--- config.mk ---
export PLATFORM = sky130hd
export DESIGN_NAME = pwm_capture
export DESIGN_NICKNAME = d
export VERILOG_FILES = /design/src/rtl/pwm_pkg.sv /design/src/rtl/pwm_edge_sync.sv /design/src/rtl/pwm_capture.sv
export SDC_FILE = /design/constraint.sdc
export NUM_CORES = 1
export LEC_CHECK = 0
export CORE_MARGIN = 5
export CORE_UTILIZATION = 47
export DETAILED_ROUTE_END_ITERATION = 8
export PLACE_DENSITY = 0.78
export SLEW_MARGIN = 40
export SYNTH_ARGS = -nofsm -noshare
export SYNTH_HDL_FRONTEND = slang
export SYNTH_SLANG_ARGS = --single-unit
--- constraint.sdc ---
create_clock -name clk -period 3.7 [get_ports clk]
set_clock_uncertainty 0.15 [all_clocks]
set_input_delay 0.74 -clock clk [delete_from_list [all_inputs] [get_ports clk]]
set_output_delay 0.74 -clock clk [all_outputs]
set_load 0.02 [all_outputs]
--- src/rtl/pwm_pkg.sv ---
// Shared definitions for the PWM generator / capture pair.
// Latency: n/a (types and constants only).
// Backpressure: n/a.
package pwm_pkg;

  // Capture FSM state encoding
  typedef enum logic [1:0] {
    IDLE = 2'd0,
    ARM  = 2'd1,
    HIGH = 2'd2,
    LOW  = 2'd3
  } pwm_state_t;

  // Period of the team's PWM generator, in clk cycles
  localparam int PWM_FRAME = 100_001;

  // Dead-line timeout: just under two generator frames without an edge
  localparam int CAPTURE_TIMEOUT = 2 * PWM_FRAME - 2;

endpackage

--- src/rtl/pwm_edge_sync.sv ---
// Synchronizes the async PWM line, optionally deglitches it (PWM_CAPTURE_FILTER_EN), and emits rise/fall pulses.
// Latency: 3 clk from pin to rise/fall pulse, FILT_LEN+3 with the filter; both edges identical.
// Backpressure: none; free-running pipeline, pulses are single-cycle and never stall.
module pwm_edge_sync #(
  parameter int FILT_LEN = 4
) (
  input  logic i_clk,
  input  logic i_rst_n,
  input  logic i_pwm,
  output logic o_level,
  output logic o_rise,
  output logic o_fall
);

  logic r_sync1;
  logic r_sync2;
  logic r_level;
  logic r_rise;
  logic r_fall;
  logic w_acc;

  if (FILT_LEN < 1) begin : g_bad_filt_len
    $error("pwm_edge_sync: FILT_LEN must be at least 1");
  end

  // Two-flop synchronizer for the asynchronous pin
  always_ff @(posedge i_clk or negedge i_rst_n) begin
    if (!i_rst_n) begin
      r_sync1 <= 1'b0;
      r_sync2 <= 1'b0;
    end else begin
      r_sync1 <= i_pwm;
      r_sync2 <= r_sync1;
    end
  end

`ifdef PWM_CAPTURE_FILTER_EN
  localparam int FW = (FILT_LEN > 1) ? $clog2(FILT_LEN) : 1;

  logic [FW-1:0] r_filt_cnt;
  logic          r_filt_lvl;

  // Accept a new level only after FILT_LEN consecutive samples agree on it
  always_ff @(posedge i_clk or negedge i_rst_n) begin
    if (!i_rst_n) begin
      r_filt_cnt <= '0;
      r_filt_lvl <= 1'b0;
    end else if (r_sync2 == r_filt_lvl) begin
      r_filt_cnt <= '0;
    end else if (r_filt_cnt == FW'(FILT_LEN - 1)) begin
      r_filt_lvl <= r_sync2;
      r_filt_cnt <= '0;
    end else begin
      r_filt_cnt <= r_filt_cnt + 1'b1;
    end
  end

  assign w_acc = r_filt_lvl;
`else
  assign w_acc = r_sync2;
`endif

  // Edge register: level and one-cycle rise/fall pulses on the accepted level
  always_ff @(posedge i_clk or negedge i_rst_n) begin
    if (!i_rst_n) begin
      r_level <= 1'b0;
      r_rise  <= 1'b0;
      r_fall  <= 1'b0;
    end else begin
      r_level <= w_acc;
      r_rise  <= w_acc & ~r_level;
      r_fall  <= ~w_acc & r_level;
    end
  end

  assign o_level = r_level;
  assign o_rise  = r_rise;
  assign o_fall  = r_fall;

endmodule

--- src/rtl/pwm_capture.sv ---
// Measures period and high time of each PWM cycle in clk cycles; flags a dead line. Filter macro: PWM_CAPTURE_FILTER_EN.
// Latency: results and meas_valid register one clk after the completing rise pulse (rise pulse 3 / FILT_LEN+3 clk after pin).
// Backpressure: none; meas_valid is a one-cycle strobe, the consumer must take it when it fires.
module pwm_capture
  import pwm_pkg::*;
#(
  parameter int CNT_W    = 32,
  parameter int TIMEOUT  = CAPTURE_TIMEOUT,
  parameter int FILT_LEN = 4
) (
  input  logic             clk,
  input  logic             rst_n,
  input  logic             en,
  input  logic             pwm_in,
  output logic [CNT_W-1:0] period_cnt,
  output logic [CNT_W-1:0] high_cnt,
  output logic             meas_valid,
  output logic             no_signal,
  output logic             line_level
);

  // A timeout wider than the counter can never be reached; the counter saturates instead.
  localparam bit               TMO_REACHABLE = ($clog2(TIMEOUT + 1) <= CNT_W);
  localparam logic [CNT_W-1:0] TMO_CNT       = CNT_W'(TIMEOUT);

  pwm_state_t       r_state;
  logic [CNT_W-1:0] r_cnt;
  logic [CNT_W-1:0] r_hi;
  logic [CNT_W-1:0] r_period;
  logic [CNT_W-1:0] r_high;
  logic             r_valid;
  logic             r_nosig;

  logic             w_level;
  logic             w_rise;
  logic             w_fall;
  logic [CNT_W-1:0] w_cnt_inc;
  logic             w_tmo;

  pwm_edge_sync #(
    .FILT_LEN (FILT_LEN)
  ) u_edge_sync (
    .i_clk   (clk),
    .i_rst_n (rst_n),
    .i_pwm   (pwm_in),
    .o_level (w_level),
    .o_rise  (w_rise),
    .o_fall  (w_fall)
  );

  assign w_cnt_inc = (&r_cnt) ? r_cnt : r_cnt + 1'b1;
  assign w_tmo     = TMO_REACHABLE && (r_cnt == TMO_CNT);

  // Capture FSM: cnt counts cycles since the last accepted rise (or since arming);
  // an edge in the same cycle as a timeout always wins.
  always_ff @(posedge clk or negedge rst_n) begin
    if (!rst_n) begin
      r_state  <= IDLE;
      r_cnt    <= '0;
      r_hi     <= '0;
      r_period <= '0;
      r_high   <= '0;
      r_valid  <= 1'b0;
      r_nosig  <= 1'b0;
    end else begin
      r_valid <= 1'b0;
      if (!en) begin
        r_state <= IDLE;
        r_cnt   <= '0;
        r_hi    <= '0;
        r_nosig <= 1'b0;
      end else begin
        case (r_state)
          IDLE: begin
            // the enable cycle itself counts toward the arm timeout
            r_state <= ARM;
            r_cnt   <= CNT_W'(1);
          end
          ARM: begin
            if (w_rise) begin
              r_state <= HIGH;
              r_cnt   <= CNT_W'(1);
              r_nosig <= 1'b0;
            end else if (w_tmo) begin
              r_nosig <= 1'b1;
              r_cnt   <= '0;
            end else begin
              r_cnt <= w_cnt_inc;
            end
          end
          HIGH: begin
            if (w_fall) begin
              r_hi    <= r_cnt;
              r_state <= LOW;
              r_cnt   <= w_cnt_inc;
            end else if (w_tmo) begin
              r_nosig <= 1'b1;
              r_cnt   <= '0;
              r_state <= ARM;
            end else begin
              r_cnt <= w_cnt_inc;
            end
          end
          LOW: begin
            if (w_rise) begin
              r_period <= r_cnt;
              r_high   <= r_hi;
              r_valid  <= 1'b1;
              r_cnt    <= CNT_W'(1);
              r_state  <= HIGH;
            end else if (w_tmo) begin
              r_nosig <= 1'b1;
              r_cnt   <= '0;
              r_state <= ARM;
            end else begin
              r_cnt <= w_cnt_inc;
            end
          end
          default: begin
            r_state <= IDLE;
            r_cnt   <= '0;
          end
        endcase
      end
    end
  end

  assign period_cnt = r_period;
  assign high_cnt   = r_high;
  assign meas_valid = r_valid;
  assign no_signal  = r_nosig;
  assign line_level = w_level;

endmodule

==> results of run 1 <==
area by class of cell:
type	count	area share
flip-flops and latches	137	0.447
multi-input cells	466	0.336
repair buffers	80	0.106
clock buffers	22	0.0631
well taps	176	0.0287
clock inverters	10	0.0152
inverters	9	0.00440
kinds of logic after synthesis:
kind of cell             synth area share
buffers and inverters              0.0429
adder cells (fa/ha/maj)           0.00399
XOR/XNOR                           0.0265
AND/OR/NAND/NOR                     0.273
multiplexers                      0.00160
AO/OA/AOI/OAI                       0.105
flip-flops                          0.547
worst max-delay path: cells and delay by family, from the launching register on:
| family | cells | cell delay, ns |
|---|---|---|
| AO/OA/AOI/OAI | 2 | 0.26 |
| buffers and inverters | 1 | 0.41 |
| flip-flops | 1 | 0.49 |
| AND/OR/NAND/NOR | 3 | 1.12 |
synth_stat cells, types with 5 or more instances:
cell type,count,area share
inv_1,9,0.0054
clkbuf_1,27,0.016
xnor2_1,18,0.025
nand2_1,256,0.15
nor2_2,10,0.010
nor2_1,18,0.011
a21oi_2,9,0.013
buf_6,8,0.014
nand3_1,7,0.0056
or3_1,6,0.0060
o21ai_0,11,0.0088
a21oi_1,8,0.0064
a21boi_0,36,0.043
dfrtp_1,137,0.55
nand4_1,14,0.014
o21ai_1,6,0.0048
buf_2,5,0.0040
layout by cell type, fill, tap and decap left out, types with 9 or more instances in the layout:
cell type        count
nand4_1             14
inv_1                9
dfrtp_1            137
nor2_2              10
clkdlybuf4s50_1     69
a21oi_2              9
clkbuf_16           17
nor2_1              18
xnor2_1             18
nand2_1            256
a21boi_0            36
o21ai_0             11
how the worst max path moves through the flow:
stage                     startpoint        end  slack [ns]  cells after the start
after global routing       r_cnt[18]  r_cnt[13]        1.05                      6
after detailed placement   r_cnt[18]  r_cnt[26]        1.14                      6
after floorplan            r_cnt[18]  r_cnt[14]        1.62                      6
final                      r_cnt[18]  r_cnt[18]        1.13                      6
after CTS                  r_cnt[18]  r_cnt[26]        1.14                      6
after global placement      r_cnt[0]  r_cnt[26]        1.19                      8
registers in the layout, summed over array words and instances, names as in the netlist, 2 cells and up:
signal	count
r_state	2
high_cnt	32
r_hi	32
r_cnt	32
period_cnt	32
routing by layer:
| layer | part of all wire | up-vias | wire length, um |
|---|---|---|---|
| met5 | 0 | - | 0 |
| met4 | 0.016 | 0 | 231 |
| met3 | 0.049 | 18 | 686 |
| met2 | 0.46 | 130 | 6520 |
| met1 | 0.47 | 2273 | 6640 |
| li1 | - | 2278 | - |
through the flow:
| stage | std cells | utilization | total power [uW] | setup WS [ns] | hold WS [ns] |
|---|---|---|---|---|---|
| finish | 900 | 0.584 | 3300 | 1.13 | 0.0699 |
| global placement | 865 | 0.535 | 1640 | 1.19 | 0.181 |
| global route | 900 | 0.584 | 3420 | 1.05 | 0.0914 |
| CTS | 899 | 0.584 | 3340 | 1.14 | 0.0751 |
| floorplan | 655 | - | 1590 | 1.62 | 0.181 |
| detailed placement | 867 | 0.538 | 1640 | 1.14 | 0.192 |
where the power goes:
| part | internal (uW) | switching, uW | total [uW] |
|---|---|---|---|
| Sequential | 1510 | 10.0 | 1520 |
| Clock | 1060 | 623 | 1690 |
| Combinational | 29.9 | 67.4 | 97.3 |
| Total | 2600 | 700 | 3300 |
==> results_dict.tcl, run 1 <==
set metrics [dict create \
    status "completed" \
    synth-edff-count 0 \
    rsz0062_at_grt "no" \
    first_pass_iters 5 \
    seqCellArea_sq_mm 0.00343 \
    drc 0 \
    drt_iter0_markers 379 \
    cts_hold_buffers 0 \
    grtUsageTotal 0.189 \
    cts_resized 0 \
    cts_sinks 137 \
    cpPeakStageDelay_ns 0.59 \
    cts_made_buffers 17 \
    arrival_ns 2.71 \
    yosysWarnings 0 \
    path_cells "or4_4, nor4_4, a21oi_2, o21ai_4, buf_4, nor2_1" \
    rr_endpoint "r_cnt[18]" \
    syn_area_sq_mm 0.00627 \
    drv_slew 0 \
    finalSetupViolations 0 \
    path_clk_slew_ns 0.06 \
    die-area_sq_mm 0.0158 \
    cts_buffer_depth 2 \
    worst_slew_pin_slew_ns 0.681 \
    grt_overflow 0 \
    finish.net_count 717 \
    drive_above_1_share 0.122 \
    gp_congestion 0.911 \
    p_leak_uw 0.00341 \
    synth-main-ff-cell "dfrtp_1" \
    maxCapViolCount 0 \
    htreeDepth 4 \
    async_reset_ff_frac 1.00 \
    crit_required_ns 3.83 \
    ys_ff_latch 137 \
    wl_um 14100 \
    wl_per_cell_um 15.6 \
    cts_setup_buffers 0 \
    cts_root_buf "clkbuf_16" \
    slowest_stage "or4_4" \
    reg2reg_depth 6 \
    vdd_drop_max_uv 256 \
    cellPowerDensity_mw_per_mm2 430 \
    final.setup.tns_ns 0 \
    r2r_start "r_cnt[18]" \
    globalRoute.busiestLayer "met2" \
    start_util 0.477 \
    hold_path.class "input pin to asynchronous set/reset pin" \
    crit_type "flop to flop" \
    num-fill-cells 1131 \
    grtUsageMet3 0.0448 \
    grt_pass1_wl_um 24600 \
    fin_area_sq_mm 0.00767 \
    seq_area_frac_synth 0.547 \
    dp_hpwl_um 9650 \
    hold_viol 0 \
    antenna_left 0 \
    pin_count 71 \
    rrSetupSlack_ns 1.13 \
    min_period_ns 2.57 \
    synth_cells 655 \
    fmax_mhz 389 \
    io_buffers 70 \
    dpl_cell_area_sq_mm 0.00707 \
    grt_util_met1 0.269 \
    cts_tree "done" \
    avgSynthCellArea_sq_um 9.57 \
    yosys.cell_types.count 58 \
    worst_setup_path_end_kind "flop" \
    grt_pass1_vias 4710 \
    std_cell_rows 42 \
    antenna_found_initial 0 \
    diodes 0 \
    cp-start-kind "flop" \
    coreArea_sq_mm 0.0131 \
    clk_latency_ns 0.42 \
    multi_input_area_sq_mm 0.00258 \
    die_y_um 126 \
    grtUsageMet2 0.284 \
    max-slew-margin-rel 0.546 \
    via_count 4699 \
    chipWidth_um 126 \
    viasPerCell 5.22 \
    cp_max_fo 31 \
    synthToLayoutAreaGrowth_pct 22.4 \
    grt_max_degree 78 \
    synthesis.nets 661 \
    post-route-period-util 0.695 \
]
(Power assumes the default switching activity.)
==> run 2, diff against run 1 <==
==> constraint.sdc (replaced) <==
create_clock -name clk -period 2.4 [get_ports clk]
set_clock_uncertainty 0.15 [all_clocks]
set_input_delay 0.48 -clock clk [delete_from_list [all_inputs] [get_ports clk]]
set_output_delay 0.48 -clock clk [all_outputs]
set_load 0.02 [all_outputs]
==> results_dict.tcl, run 2 (synthesis results as in run 1) <==
set metrics [dict create \
    r2r_start "r_cnt[1]" \
    status "completed" \
    die_y_um 126 \
    antenna_left 0 \
    cts_sinks 137 \
    cts_tree "done" \
    drc 0 \
    rrSetupSlack_ns 0.17 \
    via_count 4896 \
    start_util 0.477 \
    grt_pass1_wl_um 25200 \
    max-slew-margin-rel 0.602 \
    dp_hpwl_um 10400 \
    path_clk_slew_ns 0.06 \
    pin_count 71 \
    worstHoldStart "u_edge_sync.r_sync1" \
    cts_made_buffers 17 \
    wl_um 14800 \
    htreeDepth 4 \
    grt_max_degree 72 \
    post-route-util 0.595 \
    drv_slew 0 \
    final_cell_mix "nand2_1 (256), dfrtp_1 (137), clkdlybuf4s50_1 (69)" \
    crit_type "flop to flop" \
    maxCapViolCount 0 \
    cts_resized 0 \
    coreArea_sq_mm 0.0131 \
    dpl_cell_area_sq_mm 0.00727 \
    final.setup.tns_ns 0 \
    worst_slew_pin_slew_ns 0.582 \
    arrival_ns 2.39 \
    rsz0062_at_grt "no" \
    die-area_sq_mm 0.0158 \
    worst_hold_path.num_cells 0 \
    fmax_mhz 448 \
    post-route-period-util 0.930 \
    gp_congestion 0.914 \
    synthToLayoutAreaGrowth_pct 24.8 \
    drive_above_1_share 0.143 \
    std_cell_rows 42 \
    p_leak_uw 0.00352 \
    rr_endpoint "r_cnt[30]" \
    vdd_drop_max_uv 322 \
    finalSetupViolations 0 \
    wl_per_cell_um 16.0 \
    cellPowerDensity_mw_per_mm2 615 \
    chipWidth_um 126 \
    antenna_found_initial 0 \
    worst_setup_path_end_kind "flop" \
    cp_max_fo 7 \
    drt_iter0_markers 364 \
    hold_end "u_edge_sync.r_sync2" \
    diodes 0 \
    first_pass_iters 5 \
    reg2reg_depth 6 \
    crit_required_ns 2.56 \
    hold_viol 0 \
    cts_root_buf "clkbuf_16" \
    grt_overflow 0 \
    cts_buffer_depth 2 \
    finish.net_count 741 \
    viasPerCell 5.30 \
    final_common_cell "nand2_1" \
    fin_area_sq_mm 0.00782 \
    clk_latency_ns 0.42 \
    grtUsageTotal 0.197 \
    cp-start-kind "flop" \
    min_period_ns 2.23 \
    grt_pass1_vias 5006 \
    hold_path.class "flop to flop" \
    num-fill-cells 1140 \
    io_buffers 70 \
]
-- run 2: cell type report --
type | count | area, sq um | share of cell area
clock buffer | 24 | 482 | 0.0616
timing repair buffer | 104 | 1030 | 0.132
clock inverter | 7 | 45.0 | 0.00576
inverter | 9 | 33.8 | 0.00432
multi-input combinational | 466 | 2580 | 0.330
tap | 176 | 220 | 0.0282
sequential | 137 | 3430 | 0.438
-- run 2: metrics by stage --
step / setup slack [ns] / instances / power, uW / hold slack (ns)
after floorplan: 0.324 / 655 / 2460 / 0.0344
after global placement: 0.170 / 890 / 2540 / 0.186
after detailed placement: 0.106 / 890 / 2540 / 0.187
after CTS: 0.0820 / 922 / 4860 / 0.199
after global routing: 0.0832 / 923 / 4980 / 0.209
final: 0.167 / 923 / 4810 / 0.196
-- run 2: how the worst max path moves through the flow --
stage	start	endpoint	slack, ns	cells past startpoint
floorplan	r_cnt[18]	r_cnt[14]	0.32	6
global placement	r_cnt[1]	r_cnt[19]	0.17	6
detailed placement	r_cnt[1]	r_cnt[29]	0.11	6
CTS	r_cnt[1]	r_cnt[29]	0.08	6
global route	r_cnt[0]	r_cnt[7]	0.08	8
finish	r_cnt[1]	r_cnt[30]	0.17	6
-- run 2: where the power goes --
| group | internal [uW] | switching (uW) |
|---|---|---|
| Clock | 1390 | 921 |
| Sequential | 2330 | 14.7 |
| Combinational | 54.8 | 107 |
| Total | 3770 | 1040 |
-- run 2: worst max-delay path: stages (launching register included) --
cell and delay (ns):
dfrtp_1 0.42, ha_1 0.23, nand3_2 0.20, or4_4 0.67, nor4_4 0.24, xnor2_1 0.15, nor2_1 0.05
-- run 2: routing by layer --
metal,global-route usage,vias to the layer above,wire (um)
met5,0,-,0
met4,0.0784,0,245
met3,0.0482,23,838
met2,0.307,156,7060
met1,0.265,2393,6620
li1,-,2324,-
-- run 2: repair_timing --
| item | CTS | global route |
|---|---|---|
| buffers inserted | 0 | 1 |
| hold buffers | 1 | 0 |
| setup endpoints to repair | 0 | 6 |
| hold endpoints to repair | 35 | 0 |
==> run 3, diff against run 2 <==
==> constraint.sdc (replaced) <==
create_clock -name clk -period 2.6 [get_ports clk]
set_clock_uncertainty 0.15 [all_clocks]
set_input_delay 0.52 -clock clk [delete_from_list [all_inputs] [get_ports clk]]
set_output_delay 0.52 -clock clk [all_outputs]
set_load 0.02 [all_outputs]
==> results_dict.tcl, run 3 (synthesis results as in run 1) <==
set metrics [dict create \
    p_total_uw 4920 \
    path_cells "ha_1, nand3_2, or3_4, o311ai_4, or3_1, a21oi_2" \
    cellPowerDensity_mw_per_mm2 630 \
    worst-path-buf-inv 0 \
    htreeDepth 4 \
    final.setup.tns_ns 0 \
    cts_sinks 137 \
    antenna_left 0 \
    cts_root_buf "clkbuf_16" \
    pin_count 71 \
    fmax_mhz 427 \
    io_buffers 70 \
    path_clk_slew_ns 0.06 \
    std_cell_rows 42 \
    slowest_stage "o311ai_4" \
    p_leak_uw 0.00349 \
    post-route-period-util 0.901 \
    die-area_sq_mm 0.0158 \
    final_cell_mix "nand2_1 (256), dfrtp_1 (137), clkdlybuf4s50_1 (69)" \
    cp-start-kind "flop" \
    diodes 0 \
    min_period_ns 2.34 \
    worst_setup_path_end_kind "flop" \
    rsz0062_at_grt "no" \
    grt_overflow 0 \
    vdd_drop_max_uv 344 \
    cp_max_fo 12 \
    num-fill-cells 1126 \
    grt_pass1_wl_um 24800 \
    maxCapViolCount 0 \
    first_pass_iters 5 \
    hold_viol 0 \
    max-slew-margin-rel 0.631 \
    cts_setup_buffers 0 \
    arrival_ns 2.49 \
    gp_congestion 0.921 \
    hold_path.class "flop to flop" \
    crit_type "flop to flop" \
    drive_above_1_share 0.136 \
    grtUsageTotal 0.195 \
    start_util 0.477 \
    cts_made_buffers 17 \
    cpPeakStageDelay_ns 0.52 \
    dp_slack_ns 0.286 \
    post-route-util 0.594 \
    drc 0 \
    finalSetupViolations 0 \
    finalWorstSetupSlack_ns 0.257 \
    coreArea_sq_mm 0.0131 \
    status "completed" \
    worst_slew_pin_slew_ns 0.549 \
    cts_tree "done" \
    chipWidth_um 126 \
    synthToLayoutAreaGrowth_pct 24.6 \
    cts_resized 0 \
    grt_pass1_vias 4850 \
    grt_max_degree 64 \
    clk_latency_ns 0.42 \
    cts_buffer_depth 2 \
    via_count 4794 \
    antenna_found_initial 0 \
    final_common_cell "nand2_1" \
    wl_um 14400 \
    cp_top_family "simple AND/OR/NAND/NOR gates" \
    die_y_um 126 \
    dp_hpwl_um 10200 \
    finish.net_count 731 \
    wl_per_cell_um 15.8 \
    drv_slew 0 \
    crit_required_ns 2.75 \
    drt_iter0_markers 330 \
    viasPerCell 5.25 \
]
==> run 3: cell count changes in the layout (fill, tap and decap cells not counted), moves of 2 or more <==
| cell | previous run | this run |
|---|---|---|
| buf_12 | 6 | 1 |
| buf_4 | 27 | 22 |
| bufinv_16 | 0 | 5 |
| clkbuf_1 | 4 | 1 |
| clkinv_2 | 4 | 1 |
| clkinvlp_4 | 1 | 3 |
==> run 3: routing by layer <==
| layer | global-route usage | vias to the layer above | wire length, um |
|---|---|---|---|
| li1 | - | 2306 | - |
| met4 | 0.0746 | 0 | 298 |
| met1 | 0.271 | 2335 | 6790 |
| met3 | 0.0384 | 18 | 719 |
| met5 | 0 | - | 0 |
| met2 | 0.306 | 135 | 6610 |
==> run 3: cell type report <==
cell class              count  area, sq um  area share
flip-flops and latches    137         3430       0.439
multi-input cells         466         2580       0.330
repair buffers             94          897       0.115
clock buffers              20          457      0.0585
well taps                 176          220      0.0282
clock inverters            11          195      0.0250
inverters                   9         33.8     0.00433
==> run 3: worst paths after layout <==
kind | cells after the start | slack (ns) | startpoint | endpoint
max in group asynchronous | 3 | 1.10 | rst_n | high_cnt[7]
worst min-delay path | 0 | 0.20 | u_edge_sync.r_sync1 | u_edge_sync.r_sync2
worst max register to register | 6 | 0.26 | r_cnt[1] | r_cnt[27]
worst min register to register | 0 | 0.20 | u_edge_sync.r_sync1 | u_edge_sync.r_sync2
min in group asynchronous | 2 | 0.43 | rst_n | u_edge_sync.o_level
worst max-delay path | 6 | 0.26 | r_cnt[1] | r_cnt[27]
==> run 3: per-stage QoR <==
stage                     hold WS (ns)  std cells  cell area (sq um)
after floorplan                 0.0744        655               6270
after global placement           0.182        881               7150
after detailed placement         0.187        881               7150
after CTS                        0.201        913               7810
after global routing             0.206        913               7810
final                            0.198        913               7810
==> run 3: report_power, final <==
group | switching [uW] | internal [uW] | total, uW
Sequential | 13.5 | 2150 | 2160
Clock | 874 | 1750 | 2620
Combinational | 98.3 | 44.4 | 143
Total | 986 | 3940 | 4920
==> run 3: worst reg2reg max path: stages, from the launching register on <==
cell and delay [ns]:
dfrtp_1 0.42, ha_1 0.21, nand3_2 0.17, or3_4 0.48
o311ai_4 0.52, or3_1 0.21, a21oi_2 0.05
==> run 3: timing repair <==
| action | 4_1_cts | 5_1_grt |
|---|---|---|
| hold buffers | 1 | 0 |
| setup endpoints to repair | 0 | 0 |
| endpoints found under the hold margin | 40 | 0 |
